==> src/rtl/gate_check_pkg.sv <==
// Shared types and sizing for the two-input gate truth-table checker.
// Holds the FSM encoding, the pattern count and the result-counter width.
package gate_check_pkg;

  typedef enum logic [1:0] {
    ST_IDLE   = 2'd0,
    ST_SETTLE = 2'd1,
    ST_CHECK  = 2'd2,
    ST_DONE   = 2'd3
  } state_t;

  localparam int NUM_PATTERNS = 4;
  localparam int IDX_W        = 2;
  localparam int ERR_W        = 3;

  // Width of the hold counter; it only has to reach HOLD_CYCLES-2.
  function automatic int cnt_width(input int hold);
    return (hold <= 2) ? 1 : $clog2(hold);
  endfunction

endpackage

==> src/rtl/hold_timer.sv <==
// Settle-phase timer: load restarts the count, tick advances it, expire flags
// the last settle cycle. The count saturates so it can never wrap mid-pattern.
module hold_timer
  import gate_check_pkg::*;
#(
  parameter int HOLD_CYCLES = 50
) (
  input  logic clk,
  input  logic rst,
  input  logic load,
  input  logic tick,
  output logic expire
);

  localparam int            CW   = cnt_width(HOLD_CYCLES);
  localparam logic [CW-1:0] LAST = CW'(HOLD_CYCLES - 2);

  logic [CW-1:0] r_cnt;

  always_ff @(posedge clk) begin
    if (rst || load) begin
      r_cnt <= '0;
    end else if (tick && (r_cnt != LAST)) begin
      r_cnt <= r_cnt + CW'(1);
    end
  end

  assign expire = (r_cnt == LAST);

endmodule

==> config.mk <==
export PLATFORM = sky130hd
export DESIGN_NAME = hold_timer
export DESIGN_NICKNAME = d
export VERILOG_FILES = /design/src/rtl/gate_check_pkg.sv /design/src/rtl/hold_timer.sv
export SDC_FILE = /design/constraint.sdc
export NUM_CORES = 1
export LEC_CHECK = 0
export BUFFER_PORTS_ARGS = -buffer_cell sky130_fd_sc_hd__buf_4
export CELL_PAD_IN_SITES_DETAIL_PLACEMENT = 1
export CELL_PAD_IN_SITES_GLOBAL_PLACEMENT = 2
export CORE_AREA = 2 2 39 41
export CTS_BUF_LIST = sky130_fd_sc_hd__clkbuf_8
export CTS_CLUSTER_SIZE = 12
export DETAILED_ROUTE_END_ITERATION = 10
export DIE_AREA = 0 0 41 43
export PLACE_DENSITY = 0.61
export SLEW_MARGIN = 20
export SYNTH_ARGS = -nofsm -noshare
export SYNTH_HDL_FRONTEND = slang
export SYNTH_SLANG_ARGS = --single-unit
==> constraint.sdc <==
create_clock -name clk -period 2.59 [get_ports clk]
set_input_delay 0.6475 -clock clk [delete_from_list [all_inputs] [get_ports clk]]
set_output_delay 0.6475 -clock clk [all_outputs]
set_load 0.05 [all_outputs]
==> reports/qor.yml <==
routing:
  vias_per_cell: 4.86
  wire_per_inst_um: 12.9
  drc: 0
  first_iter_violations: 2
  drt-total-wl_um: 763
  first_pass_iters: 3
  vias: 287
  final_antenna_net_count: 0
worst_setup_path:
  cp_top_family: "flip-flops"
  start_kind: "register"
  end_kind: "output port"
  critPathSlowestCell: "dfxtp_1"
  r2r_start: "r_cnt[0]"
  worstSetupStartpoint: "r_cnt[0]"
  rr_endpoint: "r_cnt[2]"
  critical_path.cell_chain: "inv_1 -> ha_1 -> and4_1 -> buf_4"
  cp_max_fo: 4
  path_class: "register to output port"
  worst_ep_arrival_time_ns: 1.30
  required_ns: 1.94
  reg2reg_slack_ns: 1.12
  slowest_delay_ns: 0.38
  crit_buf_inv: 2
  reg2regPathDepth: 5
clocking:
  cts_tree: "built"
  cts_buffer_depth: 2
  cts_resized: 0
  postCtsHoldBufs: 0
  insertion_delay_ns: 0.22
  cts_made_buffers: 3
  htree_levels: 1
  root_buffer: "clkbuf_8"
  clock-sinks: 6
  post-cts-setup-buffer-count: 0
  clk_pin_slew_worst_paths_ns: 0.04
yosys:
  yosysWarnings: 0
  ys_types: 18
  syn_area_sq_um: 318
  postSynthAreaPerCell_sq_um: 8.83
  syn_nets: 42
  synth_top_family_by_area: "simple AND/OR/NAND/NOR gates"
  synth.yosys.seq_area_share_pct: 37.8
  synth-xor-area-share_pct: 5.51
  synthMuxAreaShare_pct: 6.30
  syn_inst: 36
  synthAdderAreaFrac_pct: 7.87
  synthSimpleGateAreaFrac_pct: 26.4
  synth_compound_area_share_pct: 12.6
  synth-seq-cells: 6
global_routing:
  grt_pass1_vias: 293
  grt_max_degree: 7
  antenna_found_initial: 0
  grt-busiest-layer: "met2"
  grt_overflow: 0
  globalRouteMet1Util_pct: 13.9
  use_met2_pct: 15.3
  grt_usage_pct: 11.4
  grt_pass1_wl_um: 1290
  grtUsageMet3_pct: 7.85
timing:
  period_share_pct: 75.0
  fmax_mhz: 515
  tightest_slew_ns: 0.378
  skew_ns: 0.00353
  slew_violations: 0
  hold-worst-slack_ns: 0.522
  setup_viol_count_final: 0
  fin_ws_ns: 0.647
  period_minus_slack_ns: 1.94
  hold_viol: 0
  maxSlewHeadroom_pct: 74.7
  tns_ns: 0
  rsz0062_at_grt: "false"
power:
  vdd_drop_max_mv: 0.254
  p_leak_nw: 0.159
  p_per_area_mw_per_mm2: 609
placement:
  hpwl_um: 587
  io_buffer_count: 4
  preCtsSetupSlack_ns: 0.878
  place.gp.congestion: 0.691
die:
  die_area_sq_mm: 0.00176
  rows: 14
  fp.coreArea_sq_mm: 0.00138
  boundaryPins: 5
  initial_core_util_pct: 23.0
  fp.dieW_um: 41
  die_y_um: 43
min_path:
  hp-start: "r_cnt[1]"
  hp-class: "register to register"
  hold_path_depth: 2
  holdPathEnd: "r_cnt[1]"
final_layout:
  regMostFlops: "r_cnt"
  nets: 51
  syn_to_final_growth_pct: 28.7
  layout.area.seq_sq_um: 120
  nFillCells: 173
  largest_register_ffs: 6
  multi_input_area_sq_um: 186
  top_regs: "r_cnt x6"
  antennaDiodeCount: 0
  drive_above_1_share_pct: 20.9
job:
  maxCapViolCount: 0
run_status:
  outcome: "finished clean"
-- how the worst max path moves through the flow --
stage / to / slack, ns / cells after the start
after floorplan: expire / 0.90 / 3
after global placement: expire / 0.93 / 4
after detailed placement: expire / 0.88 / 4
after CTS: expire / 0.64 / 4
after global routing: expire / 0.59 / 4
final: expire / 0.65 / 4
-- cell usage after synthesis, drive strengths merged --
cell / instances / share of area, %
ha: 2 / 7.9
nor2: 2 / 2.4
a41oi: 1 / 2.8
a311o: 1 / 3.5
or3: 1 / 2.0
inv: 3 / 3.5
and4: 1 / 2.8
o21ai: 1 / 1.6
nor2b: 1 / 2.0
a21boi: 2 / 4.7
nand4: 2 / 5.9
xor2: 2 / 5.5
nor3: 2 / 3.1
mux2i: 2 / 6.3
dfxtp: 6 / 38
nand2: 7 / 8.3
-- where the power goes --
| part | switching [mW] | internal, mW | leakage [nW] |
|---|---|---|---|
| combinational | 0.00700 | 0.00676 | 0.0892 |
| clock | 0.0404 | 0.0999 | 0.0216 |
| sequential | 0.00134 | 0.0940 | 0.0485 |
| total | 0.0487 | 0.201 | 0.159 |
-- worst reg2reg max path: cells and delay by family, from the launching register on --
family	cells	cell delay, ns
compound gates	2	0.55
fa+ha+maj	1	0.23
buf+inv	1	0.08
flops	1	0.38
simple gates	1	0.14
-- cells by family after synthesis --
family	after synthesis
AOI/OAI and AO/OA	5
adders and majority gates	2
muxes	2
DFF	6
buffers and inverters	3
and+or+nand+nor	16
xor gates and xnor gates	2
-- cell type report --
class	count	share of cell area, %
flip-flops and latches	6	29.4
inverters	3	2.75
clock buffers	3	10.1
well taps	16	4.89
repair buffers	4	7.34
multi-input cells	27	45.6
-- layer usage --
| layer | vias up | part of all wire, % | routed length [um] |
|---|---|---|---|
| met2 | 8 | 47 | 360 |
| met5 | - | 0 | 0 |
| met1 | 138 | 46 | 354 |
| met4 | 0 | 0 | 0 |
| li1 | 141 | - | - |
| met3 | 0 | 6.3 | 48 |
-- per-stage QoR --
stage / cells / util [%] / total power [mW] / area (sq um)
floorplan: 36 / - / 0.103 / 318
global placement: 56 / 26.6 / 0.110 / 368
detailed placement: 56 / 26.6 / 0.111 / 368
CTS: 59 / 29.6 / 0.254 / 409
global route: 59 / 29.6 / 0.263 / 409
finish: 59 / 29.6 / 0.249 / 409
-- layout by cell type (no fill, tap or decap) --
cell type,netlist,final
nand2_1,7,7
dfxtp_1,6,6
buf_4,0,4
inv_1,3,3
clkbuf_8,0,3
nor2_1,2,2
xor2_1,2,2
nor3_1,2,2
mux2i_1,2,2
ha_1,2,2
and4_1,1,1
nand4_2,1,1
nor2b_1,1,1
a311o_2,1,1
a21boi_0,1,1
a41oi_1,1,1
nand4_1,1,1
o21ai_0,1,1
or3_1,1,1
a21boi_1,1,1
Power figures use the tool's default switching activity.
